<file path="src/rtl/ctrl_pkg.sv">
// rtl/ctrl_pkg.sv - state codes, opcodes and datapath control encodings for multi_cycle_ctrl
package ctrl_pkg;

  typedef enum logic [3:0] {
    S_FETCH    = 4'd0,
    S_DECODE   = 4'd1,
    S_MEM_ADDR = 4'd2,
    S_MEM_RD   = 4'd3,
    S_MEM_WB   = 4'd4,
    S_MEM_WR   = 4'd5,
    S_EXEC_R   = 4'd6,
    S_R_WB     = 4'd7,
    S_BRANCH   = 4'd8,
    S_JUMP     = 4'd9,
    S_EXEC_I   = 4'd10,
    S_I_WB     = 4'd11,
    S_TRAP     = 4'd12
  } state_e;

  localparam logic [5:0] OP_RTYPE = 6'b000000;
  localparam logic [5:0] OP_ADDI  = 6'b001000;
  localparam logic [5:0] OP_ORI   = 6'b001101;
  localparam logic [5:0] OP_BEQ   = 6'b000100;
  localparam logic [5:0] OP_LW    = 6'b100011;
  localparam logic [5:0] OP_SW    = 6'b101011;
  localparam logic [5:0] OP_J     = 6'b000010;

  localparam logic [2:0] ALU_ADD   = 3'b000;
  localparam logic [2:0] ALU_SUB   = 3'b001;
  localparam logic [2:0] ALU_FUNCT = 3'b010;
  localparam logic [2:0] ALU_ADDI  = 3'b100;
  localparam logic [2:0] ALU_ORI   = 3'b101;

  localparam logic [1:0] SRCB_B      = 2'b00;
  localparam logic [1:0] SRCB_FOUR   = 2'b01;
  localparam logic [1:0] SRCB_IMM    = 2'b10;
  localparam logic [1:0] SRCB_IMM_SH = 2'b11;

  localparam logic [1:0] PCSRC_ALU    = 2'b00;
  localparam logic [1:0] PCSRC_ALUOUT = 2'b01;
  localparam logic [1:0] PCSRC_JUMP   = 2'b10;
  localparam logic [1:0] PCSRC_TRAP   = 2'b11;

endpackage

</file>
<file path="src/rtl/mem_wait_timer.sv">
// rtl/mem_wait_timer.sv - saturating memory wait counter with sticky timeout flag
module mem_wait_timer #(
  parameter int WAIT_CNT_W = 8
) (
  input  logic clk_i,
  input  logic rst_i,
  input  logic cnt_en_i,
  input  logic clr_i,
  output logic err_o
);

  localparam logic [WAIT_CNT_W-1:0] CNT_MAX = '1;

  logic [WAIT_CNT_W-1:0] cnt_q, cnt_d;
  logic                  err_q, err_d;

  always_ff @(posedge clk_i or negedge rst_i) begin
    if (!rst_i) begin
      cnt_q <= '0;
      err_q <= 1'b0;
    end else begin
      cnt_q <= cnt_d;
      err_q <= err_d;
    end
  end

  // err rises on the same edge the counter reaches all-ones
  always_comb begin
    cnt_d = cnt_q;
    err_d = err_q;
    if (clr_i) begin
      cnt_d = '0;
    end else if (cnt_en_i && (cnt_q != CNT_MAX)) begin
      cnt_d = cnt_q + 1'b1;
      if (cnt_d == CNT_MAX) err_d = 1'b1;
    end
  end

  assign err_o = err_q;

endmodule

</file>
<file path="src/rtl/multi_cycle_ctrl.sv">
// rtl/multi_cycle_ctrl.sv - multi-cycle MIPS control FSM; CTRL_ILLEGAL_TRAP_EN enables the illegal-opcode trap
module multi_cycle_ctrl
  import ctrl_pkg::*;
#(
  parameter int WAIT_CNT_W = 8
) (
  input  logic       clk_i,
  input  logic       rst_i,
  input  logic [5:0] instr_op_i,
  input  logic       mem_ready_i,
  output logic       PCWrite_o,
  output logic       PCWriteCond_o,
  output logic       IorD_o,
  output logic       MemRead_o,
  output logic       MemWrite_o,
  output logic       IRWrite_o,
  output logic       MemtoReg_o,
  output logic       RegDst_o,
  output logic       RegWrite_o,
  output logic       ALUSrcA_o,
  output logic [1:0] ALUSrcB_o,
  output logic       ZeroExt_o,
  output logic [2:0] ALU_op_o,
  output logic [1:0] PCSource_o,
  output logic [3:0] state_o,
  output logic       err_o,
  output logic       illegal_o
);

  state_e state_q, state_d;
  logic   pc_write, pc_write_cond, mem_write, ir_write, reg_write;
  logic   wait_en;

  always_ff @(posedge clk_i or negedge rst_i) begin
    if (!rst_i) state_q <= S_FETCH;
    else        state_q <= state_d;
  end

  always_comb begin
    state_d       = state_q;
    pc_write      = 1'b0;
    pc_write_cond = 1'b0;
    mem_write     = 1'b0;
    ir_write      = 1'b0;
    reg_write     = 1'b0;
    IorD_o        = 1'b0;
    MemRead_o     = 1'b0;
    MemtoReg_o    = 1'b0;
    RegDst_o      = 1'b0;
    ALUSrcA_o     = 1'b0;
    ALUSrcB_o     = SRCB_B;
    ZeroExt_o     = 1'b0;
    ALU_op_o      = ALU_ADD;
    PCSource_o    = PCSRC_ALU;
    case (state_q)
      S_FETCH: begin
        MemRead_o = 1'b1;
        ALUSrcB_o = SRCB_FOUR;
        ir_write  = mem_ready_i;
        pc_write  = mem_ready_i;
        if (mem_ready_i) state_d = S_DECODE;
      end
      S_DECODE: begin
        ALUSrcB_o = SRCB_IMM_SH;
        case (instr_op_i)
          OP_RTYPE:       state_d = S_EXEC_R;
          OP_LW, OP_SW:   state_d = S_MEM_ADDR;
          OP_BEQ:         state_d = S_BRANCH;
          OP_J:           state_d = S_JUMP;
          OP_ADDI, OP_ORI: state_d = S_EXEC_I;
`ifdef CTRL_ILLEGAL_TRAP_EN
          default:        state_d = S_TRAP;
`else
          default:        state_d = S_FETCH;
`endif
        endcase
      end
      S_MEM_ADDR: begin
        ALUSrcA_o = 1'b1;
        ALUSrcB_o = SRCB_IMM;
        state_d   = (instr_op_i == OP_SW) ? S_MEM_WR : S_MEM_RD;
      end
      S_MEM_RD: begin
        MemRead_o = 1'b1;
        IorD_o    = 1'b1;
        if (mem_ready_i) state_d = S_MEM_WB;
      end
      S_MEM_WB: begin
        reg_write  = 1'b1;
        MemtoReg_o = 1'b1;
        state_d    = S_FETCH;
      end
      S_MEM_WR: begin
        mem_write = 1'b1;
        IorD_o    = 1'b1;
        if (mem_ready_i) state_d = S_FETCH;
      end
      S_EXEC_R: begin
        ALUSrcA_o = 1'b1;
        ALU_op_o  = ALU_FUNCT;
        state_d   = S_R_WB;
      end
      S_R_WB: begin
        reg_write = 1'b1;
        RegDst_o  = 1'b1;
        state_d   = S_FETCH;
      end
      S_EXEC_I: begin
        ALUSrcA_o = 1'b1;
        ALUSrcB_o = SRCB_IMM;
        if (instr_op_i == OP_ORI) begin
          ALU_op_o  = ALU_ORI;
          ZeroExt_o = 1'b1;
        end else begin
          ALU_op_o  = ALU_ADDI;
        end
        state_d = S_I_WB;
      end
      S_I_WB: begin
        reg_write = 1'b1;
        state_d   = S_FETCH;
      end
      S_BRANCH: begin
        ALUSrcA_o     = 1'b1;
        ALU_op_o      = ALU_SUB;
        pc_write_cond = 1'b1;
        PCSource_o    = PCSRC_ALUOUT;
        state_d       = S_FETCH;
      end
      S_JUMP: begin
        pc_write   = 1'b1;
        PCSource_o = PCSRC_JUMP;
        state_d    = S_FETCH;
      end
      S_TRAP: begin
        pc_write   = 1'b1;
        PCSource_o = PCSRC_TRAP;
        state_d    = S_FETCH;
      end
      default: state_d = S_FETCH;
    endcase
  end

  // Write enables are gated by reset so nothing commits while rst_i is low
  assign PCWrite_o     = pc_write      & rst_i;
  assign PCWriteCond_o = pc_write_cond & rst_i;
  assign MemWrite_o    = mem_write     & rst_i;
  assign IRWrite_o     = ir_write      & rst_i;
  assign RegWrite_o    = reg_write     & rst_i;
  assign state_o       = state_q;

  assign wait_en = ((state_q == S_FETCH) || (state_q == S_MEM_RD) || (state_q == S_MEM_WR))
                   && !mem_ready_i;

  mem_wait_timer #(
    .WAIT_CNT_W(WAIT_CNT_W)
  ) u_wait_timer (
    .clk_i    (clk_i),
    .rst_i    (rst_i),
    .cnt_en_i (wait_en),
    .clr_i    (state_d != state_q),
    .err_o    (err_o)
  );

`ifdef CTRL_ILLEGAL_TRAP_EN
  logic illegal_q;
  always_ff @(posedge clk_i or negedge rst_i) begin
    if (!rst_i)                 illegal_q <= 1'b0;
    else if (state_q == S_TRAP) illegal_q <= 1'b1;
  end
  assign illegal_o = illegal_q;
`else
  assign illegal_o = 1'b0;
`endif

endmodule
</file>
<file path="config.mk">
export PLATFORM = sky130hd
export DESIGN_NAME = multi_cycle_ctrl
export DESIGN_NICKNAME = d
export VERILOG_FILES = /design/src/rtl/ctrl_pkg.sv /design/src/rtl/mem_wait_timer.sv /design/src/rtl/multi_cycle_ctrl.sv
export SDC_FILE = /design/constraint.sdc
export NUM_CORES = 1
export LEC_CHECK = 0
export ABC_AREA = 1
export BUFFER_PORTS_ARGS = -buffer_cell sky130_fd_sc_hd__buf_2
export CAP_MARGIN = 20
export CORE_MARGIN = 2
export CORE_UTILIZATION = 54
export CTS_CLUSTER_DIAMETER = 200
export CTS_CLUSTER_SIZE = 12
export DETAILED_ROUTE_END_ITERATION = 16
export HOLD_SLACK_MARGIN = 0.15
export PLACE_DENSITY = 0.95
export SYNTH_ARGS = -nofsm -noshare
export SYNTH_HDL_FRONTEND = slang
export SYNTH_SLANG_ARGS = --single-unit
export TNS_END_PERCENT = 5
</file>
<file path="constraint.sdc">
create_clock -name clk_i -period 2 [get_ports clk_i]
set_input_delay 0.2 -clock clk_i [delete_from_list [all_inputs] [get_ports clk_i]]
set_output_delay 0.2 -clock clk_i [all_outputs]
set_load 0.01 [all_outputs]
</file>
* Word-level counts from Yosys, hierarchy flattened
Index checks and enable logic that the tools add are counted.
Storage, ports and cells: flip-flop bits (word level) 13, bits of input ports 9, word-level logic and storage cells 72
Operators by class: $add $sub $neg 1, equal/unequal tests 21, muxes and demuxes 24, bitwise operators 6, reduce and logical (&&, ||, !) cells 17
Operators by type and width (number):
- 4-bit case mux with 7 select lines | 1
- 4-bit equality test, second input constant | 5
- 4-bit case mux with 5 select lines | 1
- 4-bit by 3-bit equality test with 1-bit output, second input constant | 4
- 8-bit two-way mux | 2
- 6-bit by 4-bit equality test with 1-bit output, second input constant | 2
- 6-bit equality test, second input constant | 2
- 1-bit two-way mux | 12
- 4-bit two-way mux | 3
- 2-bit case mux with 3 select lines | 2
- 2-bit OR reduction | 6
- 3-bit case mux with 3 select lines | 1
- 8-bit by 1-bit adder with 8-bit output, second input constant | 1
- 4-bit by 2-bit equality test with 1-bit output, second input constant | 2
- 8-bit equality test, second input constant | 1
- 8-bit != test, second input constant | 1
- 6-bit by 2-bit equality test with 1-bit output, second input constant | 1
- 6-bit by 3-bit equality test with 1-bit output, second input constant | 1
- 6-bit logical NOT | 1
- 1-bit AND | 5
- 4-bit by 1-bit equality test with 1-bit output, second input constant | 1
- 4-bit logical NOT | 1
- 4-bit != test | 1
- 4-bit OR reduction | 1
- 9 further kinds | 11

* Depth between registers and ports, before layout
Gate-level depths: netlist (run 1).
depth after elaboration 7, gate-level depth with buffers 10, gate-level depth less buffers 10

* Modules after synthesis
From an unflattened synthesis (run 1), not the netlist that was laid out.
Second synthesis, totals: cell total of the unflattened synthesis 182, area total of the unflattened synthesis 1089.8 um^2
By module, submodules not included:
- multi_cycle_ctrl | times used 1, cells each 106, area an instance 549.3 um^2, sequential area each 100.1 um^2
- mem_wait_timer | times used 1, cells each 76, area an instance 540.5 um^2, sequential area each 225.2 um^2

* Worst setup path before layout (run 1)
OpenSTA, ideal clock, no wires.
path type reg-to-output, from register state_q[1] (netlist: state_o[1]), to output port RegWrite_o, data arrival time 1.227 ns, data required time 1.800 ns, setup slack 0.573 ns, cell stages (with the launch flop) 6, buffers on the path 0, cells stage by stage dfrtp_1 -> nor2_1 -> inv_1 -> nor2_1 -> a31oi_1 -> nor2_1
Between the ends: word-level cells in the longest chain between the ends 4, elaborated cells on any way between the ends 6, those cells by class eq/ne: 3; mux: 1; bitwise: 1; reduce/logical: 1
RTL lines:
- start: declaration | RTL line multi_cycle_ctrl.sv:30 | state_e state_q, state_d;
- start signal: assignment | RTL line multi_cycle_ctrl.sv:36 | else state_q <= state_d;
- 4-bit equality test / 4-bit by 3-bit equality test with 1-bit output (equally long branches) | RTL line multi_cycle_ctrl.sv:55 | case (state_q)
- 3-bit OR reduction (no source line) (*)
- 1-bit two-way mux (*) | RTL line multi_cycle_ctrl.sv:55
- 1-bit AND (*) | RTL line multi_cycle_ctrl.sv:149 | assign RegWrite_o = reg_write & rst_i;
- end: declaration | RTL line multi_cycle_ctrl.sv:19 | output logic RegWrite_o,
Every way passes the cells marked *; elsewhere a longest branch is shown, timed or not.

* Final worst setup path (run 1)
from register state_q[1] (netlist: state_o[1]), to output port PCWrite_o
Between the ends: word-level cells in the longest chain between the ends 4, elaborated cells on any way between the ends 6, those cells by class eq/ne: 2; mux: 1; bitwise: 1; reduce/logical: 2
RTL lines:
- 4-bit equality test | RTL line multi_cycle_ctrl.sv:55
- 2-bit OR reduction (no source line)
- 1-bit case mux with 2 select lines (*) | RTL line multi_cycle_ctrl.sv:55
- 1-bit AND (*) | RTL line multi_cycle_ctrl.sv:145 | assign PCWrite_o = pc_write & rst_i;
- end: declaration | RTL line multi_cycle_ctrl.sv:11 | output logic PCWrite_o,
Marked as above.

==> metrics.md, run 1 <==
| Metric | Value |
|---|---|
| Status | `finished clean` |
| Max Fclk | `552 MHz` |
| Placer Congestion | `0.893` |
| Final Hold Fails | `0` |
| Wire length per cell | `10.1 um` |
| First-pass GRT wire length | `4.00 mm` |
| Dpl cells | `223` |
| Synth Instances | `166` |
| FFs w/ async S/R, synth | `100%` |
| Post-synth top flop | `dfrtp_1` |
| DR vias/cell | `4.83` |
| Post CTS Setup Buffer Count | `0` |
| Hold slack | `0.286 ns` |
| Vias in the first global route | `965` |
| Synth warn | `0` |
| Avg Cell Area, Syn | `6.41 um2` |
| Final nets | `213` |
| Final Power | `1.05 mW` |
| Max-cap violations | `0` |
| Crit path capture type | `output pin` |
| CTS tree | `yes` |
| Area of placed instances | `1240 um2` |
| Ant. Diodes | `0` |
| Fin area | `1280 um2` |
| Syn-to-layout area delta | `20.5%` |
| Pwr dens | `820 nW/um2` |
| Reg clk slew, reported paths | `0.08 ns` |
| Root Driver | `clkbuf_4` |
| Core area | `1900 um2` |
| Via Count | `1102` |
| Number of fill cells | `164` |
| Seq/Total Area, Yosys | `30.6%` |
| Post-Syn Nets | `177` |
| DIE AREA | `2340 um2` |
| Crit path DAT | `1.61 ns` |
| Initial antenna violation count | `0` |
| Layout Skew | `0.00105 ns` |
| Initial DRC Count | `31` |
| PortBufs | `31` |
| Worst-path fanout max | `6` |
| Row count | `16` |
| Congestion Overflow GR | `0` |
| Die height | `48.4 um` |
| Clock latency at the later pin of the worst-skew pair | `0.28 ns` |
| Fin. max-slew vios | `0` |
| Total GRT Usage | `22.0%` |
| Maximum clock insertion buffer count | `2` |
| Clock sink count | `13` |
| DRC | `0` |
| Synth top cells by count | `nand2_1 (37), nor2_1 (32), inv_1 (30)` |
| Startpoint types | `register` |
| LEAKAGE | `0.753 nW` |
| Synth top area share | `30.6%` |
| Initial Utilization | `55.9%` |
| Die W | `48.4 um` |
| Final setup fails | `0` |
| WP data required | `1.80 ns` |
| Pin count of the biggest net entering global routing | `15` |
| Antenna-violating nets left | `0` |
| FF-to-FF setup slack | `0.53 ns` |
| RSZ-0062 raised after global routing | `no` |
| Min-delay worst type | `input pin to register` |
| # IOs | `33` |
| Count leader, synth | `nand2_1` |
| Layout cell share with drive strength beyond 1 | `24.9%` |
| Post-DP HPWL | `1.90 mm` |
| Peak VDD IR | `0.442 mV` |
| Total wire length | `2.31 mm` |
| WS Path Type | `register to output pin` |
| Final Non-Filler Cells | `228` |
| TritonCTS Buffers | `3` |
| Post-layout minimum cycle time | `1.81 ns` |
| Initial DRT Pass Iterations | `4` |
| # H-tree levels | `1` |
| Synth Register Bits | `13` |
| Mapped cell area | `1060 um2` |
| Number of flops mapped to enable cells by yosys | `0` |
| Post-synth top area cell | `dfrtp_1` |
| Unique masters post-synth | `25` |
| Synth area leaders | `dfrtp_1 (31%), nand2_1 (13%), nor2_1 (11%)` |
| Fin Setup TNS | `0 ns` |
| Period Utilization, post-route | `90.6%` |
[timing repair]
action / 4_1_cts / 5_1_grt
gates resized for setup: 0 / 0
endpoints found under the setup margin: 0 / 0
endpoints found under the hold margin: 13 / 0
hold buffers: 1 / 0
[critical path, cell delays in order (launching register included)]
cell and delay, ns:
dfrtp_1 0.45, nor2_1 0.30, inv_1 0.13, o21a_1 0.20
a21oi_1 0.11, buf_2 0.14
[kinds of logic (layout without fill, tap and decap cells)]
logic type      after synthesis  in the layout  synth area share (%)
flops                        13             13                  30.6
buf+inv                      33             68                  12.2
xor+xnor                      2              2                  1.65
compound gates               18             18                  10.4
other cells                   1              1                 0.353
fa+ha+maj                     2              2                  2.35
simple gates                 97             97                  42.5
[registers in the layout, summed over array words and instances (netlist names)]
signal              cells
u_wait_timer.cnt_q      8
state_o                 4
u_wait_timer.err_o      1
[per-stage QoR]
stage	utilization, %	worst slack (ns)
after floorplan	-	0.573
after global placement	65.5	0.538
after detailed placement	65.5	0.517
after CTS	67.4	0.197
after global routing	67.4	0.0862
final	67.4	0.188
[power by group]
part | switching, mW | leakage (nW) | internal [mW] | total [mW]
Combinational | 0.360 | 0.564 | 0.184 | 0.544
Clock | 0.0867 | 0.0150 | 0.0775 | 0.164
Sequential | 0.0484 | 0.174 | 0.294 | 0.342
Total | 0.495 | 0.753 | 0.555 | 1.05
[cell type report]
class	instances	area, um2	area share (%)
Timing Repair Buffer	32	165	12.9
Inverter	32	123	9.57
Sequential cell	13	325	25.4
Tap cell	27	33.8	2.64
Multi-Input combinational cell	120	608	47.5
Clock buffer	4	26.3	2.05
[final timing paths]
path / depth (start not counted) / from / end
max: 5 / state_o[1]$_DFF_PN0_ / PCWrite_o
min: 3 / instr_op_i[5] / state_o[2]$_DFF_PN0_
max reg2reg: 8 / u_wait_timer.cnt_q[0]$_DFFE_PN0P_ / u_wait_timer.cnt_q[0]$_DFFE_PN0P_
min reg2reg: 2 / u_wait_timer.err_o$_DFFE_PN0P_ / u_wait_timer.err_o$_DFFE_PN0P_
max in group asynchronous: 2 / rst_i / state_o[0]$_DFF_PN0_
min in group asynchronous: 2 / rst_i / u_wait_timer.cnt_q[2]$_DFFE_PN0P_
[placed cells by master (no fill, tap or decap), types with 2 or more instances in the layout]
cell	instances
a21oi_1	2
a31oi_1	2
buf_2	31
clkbuf_4	3
dfrtp_1	13
ha_1	2
inv_1	30
nand2_1	37
nand2_2	2
nand2_4	3
nand3_1	13
nand4_1	3
nor2_1	32
nor2_2	3
nor2_4	3
o21ai_0	8
o21ai_2	2
xnor2_1	2
[metal layers]
layer	track usage [%]	vias to the layer above	part of all wire (%)
met3	4.63	5	3.6
met1	27.8	483	45
li1	-	589	-
met4	8.57	0	1.6
met5	0	-	0
met2	36.8	25	50
Note: power is estimated with default switching activity, not from simulation.
==> run 2: changes to the inputs <==
--- a/config.mk
+++ b/config.mk
@@ -13,8 +13,9 @@
 export CTS_CLUSTER_DIAMETER = 200
 export CTS_CLUSTER_SIZE = 12
 export DETAILED_ROUTE_END_ITERATION = 16
-export HOLD_SLACK_MARGIN = 0.15
+export GPL_TIMING_DRIVEN = 0
 export PLACE_DENSITY = 0.95
+export RECOVER_POWER = 25
 export SYNTH_ARGS = -nofsm -noshare
 export SYNTH_HDL_FRONTEND = slang
 export SYNTH_SLANG_ARGS = --single-unit
==> run 2 against run 1 <==
Hold slack got worse by 0.0057 ns; combinational power fell by 1%; global-route usage fell by 1.2 points; critical endpoint unchanged.
==> metrics.md, run 2 (synthesis results as in run 1) <==
| Metric | Value |
|---|---|
| Total GRT Usage | `20.7%` |
| Kind of cell adding the most delay to the critical path | `flip-flops` |
| Biggest register | `u_wait_timer.cnt_q` |
| Root Driver | `clkbuf_4` |
| Initial antenna violation count | `0` |
| Clock sink count | `13` |
| Wire length per cell | `10.4 um` |
| Reg clk slew, reported paths | `0.08 ns` |
| Ant. Diodes | `0` |
| FF-to-FF setup slack | `0.46 ns` |
| Initial Utilization | `55.9%` |
| Commonest non-fill, non-tap cells in the layout | `nand2_1 (37), nor2_1 (32), buf_2 (31)` |
| Initial DRC Count | `23` |
| Fin Setup TNS | `0 ns` |
| LEAKAGE | `0.759 nW` |
| Post-DP HPWL | `1.96 mm` |
| Syn-to-layout area delta | `21.2%` |
| Crit path capture type | `output pin` |
| Placer Congestion | `0.961` |
| Final nets | `214` |
| CTS tree | `yes` |
| Maximum clock insertion buffer count | `2` |
| Layout cell share with drive strength beyond 1 | `25.2%` |
| Commonest non-fill, non-tap cell in the layout | `nand2_1` |
| Congestion Overflow GR | `0` |
| Total wire length | `2.38 mm` |
| Die W | `48.4 um` |
| Vias in the first global route | `910` |
| DIE AREA | `2340 um2` |
| PortBufs | `31` |
| Startpoint types | `register` |
| DR vias/cell | `4.96` |
| Comb pwr share | `51.3%` |
| Max-cap violations | `0` |
| Clock share of power | `15.7%` |
| Switching power | `0.489 mW` |
| Grt peak-use layer | `met2` |
| Number of flip-flops under the largest register name | `8` |
| Final setup fails | `0` |
| RSZ-0062 raised after global routing | `no` |
| WP data required | `1.80 ns` |
| Post-route setup slack | `0.183 ns` |
| Cell at the slowest stage of the critical path | `dfrtp_1` |
| # IOs | `33` |
| Internal power | `0.555 mW` |
| Register share of total power | `33.0%` |
| Clock latency at the later pin of the worst-skew pair | `0.27 ns` |
| CP Cell Sequence | `nor2_1 > inv_1 > o21a_1 > a21oi_1 > buf_2` |
| Final Hold Fails | `0` |
| Row count | `16` |
| Pin count of the biggest net entering global routing | `15` |
| Via Count | `1136` |
| Place WS | `0.482 ns` |
| Period Utilization, post-route | `90.8%` |
| Met3 Usage GRT | `2.78%` |
| Crit path largest cell delay | `0.46 ns` |
| # H-tree levels | `1` |
| TritonCTS Buffers | `3` |
| Fin. max-slew vios | `0` |
| CP bufs+invs | `2` |
| Min-delay worst type | `input pin to register` |
| First-pass GRT wire length | `3.84 mm` |
| Antenna-violating nets left | `0` |
| Final Power | `1.04 mW` |
| Core area | `1900 um2` |
| Met2 global-route usage | `34.0%` |
| WS Path Type | `register to output pin` |
| Max Fclk | `550 MHz` |
| Layout Skew | `0.00162 ns` |
| Post-layout minimum cycle time | `1.82 ns` |
| DRC | `0` |
| Met1 usage | `27.1%` |
| Status | `finished clean` |
| Switch share | `46.8%` |
| Worst-path fanout max | `6` |
| Pwr dens | `810 nW/um2` |
| Crit path DAT | `1.62 ns` |
| Initial DRT Pass Iterations | `4` |
| Die height | `48.4 um` |
| Peak VDD IR | `0.548 mV` |
run 2: cell types whose count changed in the layout (fill, tap and decap cells not counted):
cell / delta
buf_4: +1
run 2: timing repair:
action,in CTS,in global routing
hold endpoints to repair,13,0
setup buffers,0,0
endpoints found under the setup margin,0,0
hold buffers,1,0
gates resized for setup,0,0
run 2: stage by stage:
step                      util [%]  cell area [um2]  std cells  hold slack [ns]
final                         67.8             1290        229            0.280
after global routing          67.8             1290        229            0.305
after CTS                     67.8             1290        229            0.285
after detailed placement      65.9             1250        224            0.106
after global placement        65.9             1250        224           0.0980
after floorplan                  -             1060        166          -0.0956
run 2: path summary, 6_finish.rpt:
path / startpoint / end / cells past startpoint
hold / removal: instr_op_i[5] / state_o[2]$_DFF_PN0_ / 3
setup / recovery: state_o[1]$_DFF_PN0_ / PCWrite_o / 5
max in group asynchronous: rst_i / u_wait_timer.err_o$_DFFE_PN0P_ / 2
setup reg to reg: u_wait_timer.cnt_q[0]$_DFFE_PN0P_ / u_wait_timer.cnt_q[0]$_DFFE_PN0P_ / 8
min in group asynchronous: rst_i / u_wait_timer.cnt_q[2]$_DFFE_PN0P_ / 2
hold reg to reg: u_wait_timer.err_o$_DFFE_PN0P_ / u_wait_timer.err_o$_DFFE_PN0P_ / 2
run 2: area by class of cell:
| cell class | instances | area (um2) |
|---|---|---|
| fill | 170 | 613 |
| multi-input combinational | 120 | 608 |
| sequential | 13 | 325 |
| timing repair buffer | 32 | 165 |
| inverter | 32 | 123 |
| tap | 27 | 33.8 |
| clock buffer | 4 | 26.3 |
| buffer | 1 | 7.51 |
run 2: worst register-to-register path, stage by stage, from the launching register on:
cell and delay (ns):
dfrtp_1 0.43, ha_1 0.24, nand2_1 0.09, nor2_1 0.14
nand3_1 0.16, nor2_4 0.19, nor2_2 0.07, nand3_1 0.07
nand2_1 0.05
run 2: layer usage:
layer	vias to the layer above	part of all wire (%)
li1	592	-
met1	513	46
met2	27	49
met3	4	3.4
met4	0	1.3
met5	-	0
run 2: power groups by stage:
stage | logic [mW] | registers, mW | clock network (mW)
after global routing | 0.596 | 0.349 | 0.181
after floorplan | 0.359 | 0.348 | 0
after detailed placement | 0.534 | 0.346 | 0
after CTS | 0.539 | 0.342 | 0.165
after global placement | 0.526 | 0.345 | 0
final | 0.536 | 0.344 | 0.164
==> run 3: changes to the inputs <==
--- a/config.mk
+++ b/config.mk
@@ -10,6 +10,7 @@
 export CAP_MARGIN = 20
 export CORE_MARGIN = 2
 export CORE_UTILIZATION = 54
+export CTS_BUF_LIST = sky130_fd_sc_hd__clkbuf_8
 export CTS_CLUSTER_DIAMETER = 200
 export CTS_CLUSTER_SIZE = 12
 export DETAILED_ROUTE_END_ITERATION = 16
==> run 3 against run 2 <==
Critical path depth stayed put; combinational power about the same; setup slack improved by 0.036 ns; final area is 1.5% higher; sequential power barely moved; sequential share of layout area is 0.36 points lower; global-route usage unchanged; clock power increased by 36%; flip-flop and latch count did not move; critical path type unchanged.
==> metrics.md, run 3 (synthesis results as in run 1) <==
| Metric | Value |
|---|---|
| Syn-to-layout area delta | `22.9%` |
| Placer Congestion | `0.961` |
| Met1 usage | `27.5%` |
| Vias in the first global route | `923` |
| CTS tree | `yes` |
| RSZ-0062 raised after global routing | `no` |
| Die W | `48.4 um` |
| Number of fill cells | `168` |
| Total wire length | `2.40 mm` |
| Wire length per cell | `10.5 um` |
| Final nets | `214` |
| PortBufs | `31` |
| Via Count | `1144` |
| Congestion Overflow GR | `0` |
| Layout Skew | `0.00121 ns` |
| Row count | `16` |
| Period Utilization, post-route | `89.0%` |
| Final Hold Fails | `0` |
| Dpl cells | `224` |
| Pin count of the biggest net entering global routing | `15` |
| Grt peak-use layer | `met2` |
| Peak VDD IR | `0.471 mV` |
| Biggest register | `u_wait_timer.cnt_q` |
| Reg clk slew, reported paths | `0.05 ns` |
| Commonest non-fill, non-tap cells in the layout | `nand2_1 (37), nor2_1 (32), inv_1 (31), buf_2 (31)` |
| # IOs | `33` |
| Worst-path fanout max | `6` |
| Fin. max-slew vios | `0` |
| TritonCTS Buffers | `3` |
| WP data required | `1.80 ns` |
| Final setup fails | `0` |
| Initial DRC Count | `26` |
| Crit path DAT | `1.58 ns` |
| Die height | `48.4 um` |
| Post-DP HPWL | `1.96 mm` |
| Commonest non-fill, non-tap cell in the layout | `nand2_1` |
| Total GRT Usage | `20.7%` |
| DRC | `0` |
| Post CTS Setup Buffer Count | `0` |
| Core area | `1900 um2` |
| First-pass GRT wire length | `3.90 mm` |
| Min-delay worst type | `input pin to register` |
| Max Fclk | `562 MHz` |
| Cell at the slowest stage of the critical path | `dfrtp_1` |
| Antenna-violating nets left | `0` |
| Crit path largest cell delay | `0.45 ns` |
| Initial DRT Pass Iterations | `4` |
| Fin area | `1310 um2` |
| Area of placed instances | `1250 um2` |
| Crit path capture type | `output pin` |
| Post-layout minimum cycle time | `1.78 ns` |
| Initial antenna violation count | `0` |
| Status | `finished clean` |
| Max-cap violations | `0` |
| CP Cell Sequence | `nor2_1 > inv_1 > o21a_1 > a21oi_1 > buf_2` |
| DR vias/cell | `5.00` |
| Ant. Diodes | `0` |
| LEAKAGE | `0.771 nW` |
| CP bufs+invs | `2` |
| Fin Setup TNS | `0 ns` |
| Met2 global-route usage | `35.4%` |
| DIE AREA | `2340 um2` |
| Met3 Usage GRT | `2.78%` |
| Clock sink count | `13` |
| Maximum clock insertion buffer count | `2` |
| Startpoint types | `register` |
| Initial Utilization | `55.9%` |
| WS Path Type | `register to output pin` |
| # H-tree levels | `1` |
| Kind of cell adding the most delay to the critical path | `flip-flops` |
| Clock latency at the later pin of the worst-skew pair | `0.24 ns` |
| Number of flip-flops under the largest register name | `8` |
| Root Driver | `clkbuf_8` |
| Final Non-Filler Cells | `229` |
| Pwr dens | `846 nW/um2` |
| Layout cell share with drive strength beyond 1 | `25.2%` |
run 3: through the flow:
| step | total power [mW] | utilization, % | setup WS (ns) | hold WS [ns] |
|---|---|---|---|---|
| finish | 1.11 | 68.8 | 0.219 | 0.324 |
| global route | 1.19 | 68.8 | 0.0941 | 0.364 |
| CTS | 1.11 | 68.8 | 0.239 | 0.332 |
| detailed placement | 0.880 | 65.9 | 0.482 | 0.106 |
| global placement | 0.872 | 65.9 | 0.519 | 0.0980 |
| floorplan | 0.707 | - | 0.573 | -0.0956 |
run 3: area by class of cell:
| type | count | area [um2] | area share (%) |
|---|---|---|---|
| inverter | 32 | 123 | 9.38 |
| clock buffer | 3 | 41.3 | 3.16 |
| tap | 27 | 33.8 | 2.58 |
| clock inverter | 1 | 3.75 | 0.287 |
| multi-input combinational | 120 | 608 | 46.5 |
| buffer | 1 | 7.51 | 0.574 |
| sequential | 13 | 325 | 24.9 |
| timing repair buffer | 32 | 165 | 12.6 |
run 3: worst paths after layout:
path / startpoint / endpoint / slack, ns / cells past startpoint
max in group asynchronous: rst_i / u_wait_timer.cnt_q[7]$_DFFE_PN0P_ / 1.39 / 2
worst max register to register: u_wait_timer.cnt_q[0]$_DFFE_PN0P_ / u_wait_timer.cnt_q[0]$_DFFE_PN0P_ / 0.45 / 8
worst min-delay path: instr_op_i[5] / state_o[2]$_DFF_PN0_ / 0.32 / 3
worst max-delay path: state_o[1]$_DFF_PN0_ / PCWrite_o / 0.22 / 5
worst min register to register: u_wait_timer.err_o$_DFFE_PN0P_ / u_wait_timer.err_o$_DFFE_PN0P_ / 0.46 / 2
min in group asynchronous: rst_i / u_wait_timer.cnt_q[2]$_DFFE_PN0P_ / 0.38 / 2
run 3: where the power goes:
part | total, mW | switching (mW) | internal (mW) | leakage [nW]
clock network | 0.223 | 0.0881 | 0.135 | 0.0269
registers | 0.345 | 0.0504 | 0.295 | 0.174
logic | 0.538 | 0.354 | 0.184 | 0.570
run 3: worst min-delay path: stages:
cell,delay [ns]
buf_2,0.11
nand4_1,0.12
o211ai_1,0.09
run 3: timing repair:
item                                   CTS  global route
setup endpoints to repair                0             0
resized for setup                        0             0
endpoints found under the hold margin   13             0
hold buffers                             1             0
run 3: routing by layer:
layer	wire [um]	vias to the layer above
met5	0	-
met4	37	0
met3	111	4
met2	1180	40
met1	1070	508
li1	-	592
